===== config.mk =====
export PLATFORM = sky130hd
export DESIGN_NAME = pwm_ramp_ctrl
export DESIGN_NICKNAME = d
export VERILOG_FILES = /design/src/rtl/pwm_pkg.sv /design/src/rtl/pwm_period_timer.sv /design/src/rtl/pwm_ramp_ctrl.sv
export SDC_FILE = /design/constraint.sdc
export NUM_CORES = 1
export LEC_CHECK = 0
export BUFFER_PORTS_ARGS = -buffer_cell sky130_fd_sc_hd__buf_2
export CAP_MARGIN = 10
export CORE_MARGIN = 2
export CORE_UTILIZATION = 45
export CTS_CLUSTER_DIAMETER = 80
export CTS_CLUSTER_SIZE = 10
export DETAILED_ROUTE_END_ITERATION = 10
export MAX_ROUTING_LAYER = met4
export PLACE_DENSITY = 0.64
export SETUP_SLACK_MARGIN = 0.3
export SLEW_MARGIN = 30
export SYNTH_ARGS = -nofsm -noshare
export SYNTH_HDL_FRONTEND = slang
export SYNTH_SLANG_ARGS = --single-unit
export TNS_END_PERCENT = 1

===== constraint.sdc =====
create_clock -name CLK -period 11.35 [get_ports CLK]
set_input_delay 1.135 -clock CLK [delete_from_list [all_inputs] [get_ports CLK]]
set_output_delay 1.135 -clock CLK [all_outputs]
set_load 0.01 [all_outputs]

===== src/rtl/pwm_pkg.sv =====
// pwm_pkg: shared width, period constant and controller state encoding
// for the PWM ramp controller slice.
package pwm_pkg;

   localparam int DUTY_W_DFLT = 12;
   localparam int PERIOD_MAX  = (1 << DUTY_W_DFLT) - 1;

   typedef enum logic [1:0] {
      IDLE,
      RAMP,
      DECEL,
      DEAD
   } state_e;

endpackage


===== src/rtl/pwm_period_timer.sv =====
// pwm_period_timer: free-running period counter shared in phase with the
// PWM driver, period tick and ramp-update strobe.
module pwm_period_timer
   import pwm_pkg::*;
#(
   parameter int DUTY_W   = DUTY_W_DFLT,
   parameter int RAMP_DIV = 4
) (
   input  logic CLK,
   input  logic RST,
   output logic tick_o,
   output logic upd_o
);

   localparam int PW = (RAMP_DIV > 1) ? $clog2(RAMP_DIV) : 1;
   localparam logic [DUTY_W-1:0] CNT_MAX = '1;
   localparam logic [PW-1:0]     PRE_MAX = PW'(RAMP_DIV - 1);

   logic [DUTY_W-1:0] cnt_q, cnt_d;
   logic [PW-1:0]     pre_q, pre_d;

   assign tick_o = ~RST & (cnt_q == CNT_MAX);
   assign upd_o  = tick_o & (pre_q == PRE_MAX);

   always_comb begin
      cnt_d = cnt_q + DUTY_W'(1);
      pre_d = pre_q;
      if (tick_o) begin
         pre_d = (pre_q == PRE_MAX) ? '0 : pre_q + PW'(1);
      end
   end

   always_ff @(posedge CLK) begin
      if (RST) begin
         cnt_q <= '0;
         pre_q <= '0;
      end else begin
         cnt_q <= cnt_d;
         pre_q <= pre_d;
      end
   end

endmodule


===== src/rtl/pwm_ramp_ctrl.sv =====
// pwm_ramp_ctrl: period-aligned duty ramping with reversal dead time.
// Optional emergency stop input under PWM_RAMP_ESTOP_EN.
module pwm_ramp_ctrl
   import pwm_pkg::*;
#(
   parameter int DUTY_W           = DUTY_W_DFLT,
   parameter int STEP             = 16,
   parameter int RAMP_DIV         = 4,
   parameter int DEADTIME_PERIODS = 8
) (
   input  logic              CLK,
   input  logic              RST,
`ifdef PWM_RAMP_ESTOP_EN
   input  logic              ESTOP,
`endif
   input  logic              CMD_VALID,
   output logic              CMD_READY,
   input  logic [DUTY_W-1:0] CMD_DUTY,
   input  logic              CMD_DIR,
   output logic [DUTY_W-1:0] DUTY_CYC,
   output logic              DIR,
   output logic              PERIOD_TICK,
   output logic              BUSY,
   output logic              DONE
);

   localparam int DW = $clog2(DEADTIME_PERIODS + 1);
   localparam logic [DUTY_W:0] STEP_X  = (DUTY_W + 1)'(STEP);
   localparam logic [DW-1:0]   DEAD_LD = DW'(DEADTIME_PERIODS);

   state_e            state_q, state_d;
   logic [DUTY_W-1:0] duty_q, duty_d;
   logic [DUTY_W-1:0] tgt_q, tgt_d;
   logic [DUTY_W-1:0] pend_q, pend_d;
   logic [DW-1:0]     dead_q, dead_d;
   logic              dir_q, dir_d;
   logic              tdir_q, tdir_d;
   logic              done_q, done_d;
   logic [DUTY_W-1:0] nxt;
   logic              tick, upd, accept, estop;

   pwm_period_timer #(
      .DUTY_W  (DUTY_W),
      .RAMP_DIV(RAMP_DIV)
   ) u_timer (
      .CLK   (CLK),
      .RST   (RST),
      .tick_o(tick),
      .upd_o (upd)
   );

`ifdef PWM_RAMP_ESTOP_EN
   assign estop = ESTOP;
`else
   assign estop = 1'b0;
`endif

   // Saturating step at DUTY_W+1 bits: never overshoots tgt, never wraps.
   function automatic logic [DUTY_W-1:0] step_to(
      input logic [DUTY_W-1:0] cur,
      input logic [DUTY_W-1:0] tgt
   );
      logic [DUTY_W:0] c, t;
      c = {1'b0, cur};
      t = {1'b0, tgt};
      if (c < t) begin
         step_to = (c + STEP_X >= t) ? tgt : cur + STEP_X[DUTY_W-1:0];
      end else begin
         step_to = (c <= t + STEP_X) ? tgt : cur - STEP_X[DUTY_W-1:0];
      end
   endfunction

   assign nxt = step_to(duty_q, (state_q == DECEL) ? '0 : tgt_q);

   assign CMD_READY = ~RST & ~estop &
                      ((state_q == IDLE) | (state_q == RAMP));
   assign accept    = CMD_VALID & CMD_READY;

   always_comb begin
      state_d = state_q;
      duty_d  = duty_q;
      tgt_d   = tgt_q;
      pend_d  = pend_q;
      dead_d  = dead_q;
      dir_d   = dir_q;
      tdir_d  = tdir_q;
      done_d  = 1'b0;
      unique case (state_q)
         IDLE, RAMP: begin
            if (accept) begin
               tdir_d = CMD_DIR;
               if (CMD_DIR == dir_q || duty_q == '0) begin
                  tgt_d = CMD_DUTY;
                  if (CMD_DUTY == duty_q) begin
                     state_d = IDLE;
                     done_d  = 1'b1;
                  end else begin
                     state_d = RAMP;
                  end
               end else begin
                  pend_d  = CMD_DUTY;
                  state_d = DECEL;
               end
            end else begin
               // Direction only changes at a boundary while duty is zero.
               if (tick && duty_q == '0) begin
                  dir_d = tdir_q;
               end
               if (upd && state_q == RAMP) begin
                  duty_d = nxt;
                  if (nxt == tgt_q) begin
                     state_d = IDLE;
                     done_d  = 1'b1;
                  end
               end
            end
         end
         DECEL: begin
            if (upd) begin
               duty_d = nxt;
               if (nxt == '0) begin
                  dead_d  = DEAD_LD;
                  state_d = DEAD;
               end
            end
         end
         DEAD: begin
            if (tick) begin
               if (dead_q <= DW'(1)) begin
                  dead_d = '0;
                  dir_d  = tdir_q;
                  tgt_d  = pend_q;
                  if (pend_q == '0) begin
                     state_d = IDLE;
                     done_d  = 1'b1;
                  end else begin
                     state_d = RAMP;
                  end
               end else begin
                  dead_d = dead_q - DW'(1);
               end
            end
         end
         default: state_d = IDLE;
      endcase
      if (estop) begin
         state_d = IDLE;
         duty_d  = '0;
         tgt_d   = '0;
         pend_d  = '0;
         dead_d  = '0;
         tdir_d  = dir_q;
         dir_d   = dir_q;
         done_d  = 1'b0;
      end
   end

   always_ff @(posedge CLK) begin
      if (RST) begin
         state_q <= IDLE;
         duty_q  <= '0;
         tgt_q   <= '0;
         pend_q  <= '0;
         dead_q  <= '0;
         dir_q   <= 1'b0;
         tdir_q  <= 1'b0;
         done_q  <= 1'b0;
      end else begin
         state_q <= state_d;
         duty_q  <= duty_d;
         tgt_q   <= tgt_d;
         pend_q  <= pend_d;
         dead_q  <= dead_d;
         dir_q   <= dir_d;
         tdir_q  <= tdir_d;
         done_q  <= done_d;
      end
   end

   assign DUTY_CYC    = duty_q;
   assign DIR         = dir_q;
   assign DONE        = done_q;
   assign BUSY        = (state_q != IDLE);
   assign PERIOD_TICK = tick;

endmodule


==> flow_summary.ini <==
[run_status]
outcome = completed

[floorplan]
dieWidth_um = 104
io_pins = 33
die_height_um = 104
initial_core_util = 0.460
die-area_um2 = 10700
row_count = 36
core_um2 = 9680

[clocking]
cts_sinks = 59
ctsHoldBuffers = 0
cts_buffer_depth = 2
path_clk_slew_ns = 0.07
cts_setup_buffers = 0
cts-htree-levels = 3
numCtsBuffers = 9
cts_resized = 0
cts_tree = yes
clock-root-buffer = clkbuf_8
clock_latency_ns = 0.35

[placement]
gp_congestion = 1.04
placed_cells = 714
io_buffers = 32
dpl.hpwl_mm = 10.0
dpl_cell_area_um2 = 4710

[routing]
routed_wl_mm = 13.2
antenna_left = 0
via_per_inst = 5.99
first_pass_iters = 6
drtIter0Drc = 514
wl_per_cell_um = 18.1
drcViolationCount = 0
vias = 4360

[critical_path]
cpPeakStageDelay_ns = 0.84
r2r_start = state_q[1]
cp-end-kind = flip-flop
cp_data_arrival_time_ns = 5.96
crit_required_ns = 11.59
path_class = reg -> reg
crit_start = state_q[1]
cpMaxStageDelayCell = dfxtp_1
crit_path_cell_trace = inv_1 > nor2_1 > nor2_1 > inv_1 > ha_1 > o21ai_1 > a21oi_1 > o31a_1 > o41a_4 > mux2i_4 > a221oi_1 > or4b_1 > or4_4 > o32ai_2 > mux2_2
start_kind = flip-flop
crit_fanout = 24

[synth]
synth-seq-cells = 59
synth_fa_ha_area_frac = 0.0955
yosysUniqueCellTypes = 62
synth_compound_area_frac = 0.184
synthMuxAreaShare = 0.0679
netlist_instances = 577
synth-edff-count = 0
synth_top_cell_area_share = 0.265
synth_area_um2 = 4460
synth_xor_area_frac = 0.0806
yosys.area_share.simple = 0.261
yosys_warnings = 0
syn_nets = 627
synthTopCellsByArea = dfxtp_1, ha_1, nor2_1
yosysSeqAreaShare = 0.265
syn_avg_cell_area_um2 = 7.72
synth_top_family_by_area = simple AND/OR/NAND/NOR gates
synth_largest_area_cell = dfxtp_1
async_flop_share = 0
synth_ff_type = dfxtp_1

[sta]
grt_setup_unrepaired = false
finalCritPeriodShare = 0.503
tns_ns = 0
max_slew_margin = 0.468
setup_violations = 0
hold_viol = 0
skew_ns = 0.0153
fmax_mhz = 175
period_needed_ns = 5.71
slew_viol_final = 0
tightest_slew_ns = 0.796

[global_routing]
grt_use_total = 0.255
grt_pass1_vias = 4079
grt_max_degree = 69
grt_pass1_wl_mm = 21.4
overflow = 0
antenna_found_initial = 0

[final_layout]
fin_util = 0.503
drive_gt1_frac = 0.121
syn_to_final_growth_pct = 9.35
design_area_um2 = 4870
layout_common_cells = nor2_1, nand2_1, dfxtp_1, nand3_1, ha_1
layout.nets = 642
fin_cells = 728
diodes = 0
final_common_cell = nor2_1

[hold_path]
hold_class = reg -> reg
min_from = u_timer.cnt_q[0]

[power_and_ir_drop]
cellLeakagePower_uw = 0.00194
p_per_area_nw_per_um2 = 98.3
ir_drop_v = 0.0000889

[flow_run]
drv_cap = 0
## flip-flops by register name, summed over array words and instances (netlist names)
name           count
DONE               1
tdir_q             1
state_q            2
u_timer.pre_q      2
tgt_q             12
pend_q            12
dead_q             4
DIR                1
u_timer.cnt_q     12
DUTY_CYC          12
## cell families after synthesis
group,count (synthesis)
buf+inv,53
xor+xnor,41
compound gates,115
fa+ha+maj,34
flops,59
mux,26
simple gates,249
## area by class of cell
class / count / area, µm²
flip-flops and latches: 59 / 1180
well taps: 133 / 166
fillers: 969 / 4810
clock buffers: 12 / 155
inverters: 19 / 71.3
repair buffers: 38 / 205
clock inverters: 2 / 12.5
multi-input cells: 465 / 3080
## worst max-delay path, delay by kind of cell (launching register included)
family / cells / cell delay (ns)
flops: 1 / 0.84
buf+inv: 2 / 0.28
mux: 2 / 0.86
simple gates: 4 / 1.86
compound gates: 6 / 1.51
fa+ha+maj: 1 / 0.25
## metrics by stage
step	hold WS, ns	setup WS [ns]	power [µW]
5_1_grt	0.471	5.42	499
6_report	0.446	5.64	479
3_5_place_dp	0.440	5.78	311
4_1_cts	0.449	5.77	481
3_3_place_gp	0.428	5.94	310
2_1_floorplan	0.418	6.54	287
## report_power, final
group          switching (µW)  internal, µW
Clock                    81.7          88.3
Sequential               9.08           211
Combinational            53.4          35.0
Total                     144           335
## worst paths after layout
path / cells after the start / slack, ns / endpoint
worst max-delay path: 15 / 5.64 / dead_q[1]
worst min-delay path: 1 / 0.45 / u_timer.cnt_q[0]
worst min register to register: 1 / 0.45 / u_timer.cnt_q[0]
worst max register to register: 15 / 5.64 / dead_q[1]
## Yosys cell counts, types with 7 or more instances
cell type / count
o21ai_0: 20
xor2_1: 27
a21oi_1: 28
nor4_1: 13
a211oi_1: 7
nand2b_1: 7
nor3_1: 16
nand2_1: 61
and3_1: 7
clkbuf_1: 31
inv_1: 19
nand3_1: 42
xnor2_1: 14
a311oi_1: 13
mux2i_1: 19
ha_1: 34
nor2_1: 76
nand4_1: 7
dfxtp_1: 59
## metal layers
layer	global-route usage	routed length, µm	vias up
met5	-	0	-
met4	0.109	419	0
met3	0.0434	849	36
met2	0.388	5970	163
met1	0.336	5970	2041
li1	-	-	2120
Power figures use the tool's default switching activity.
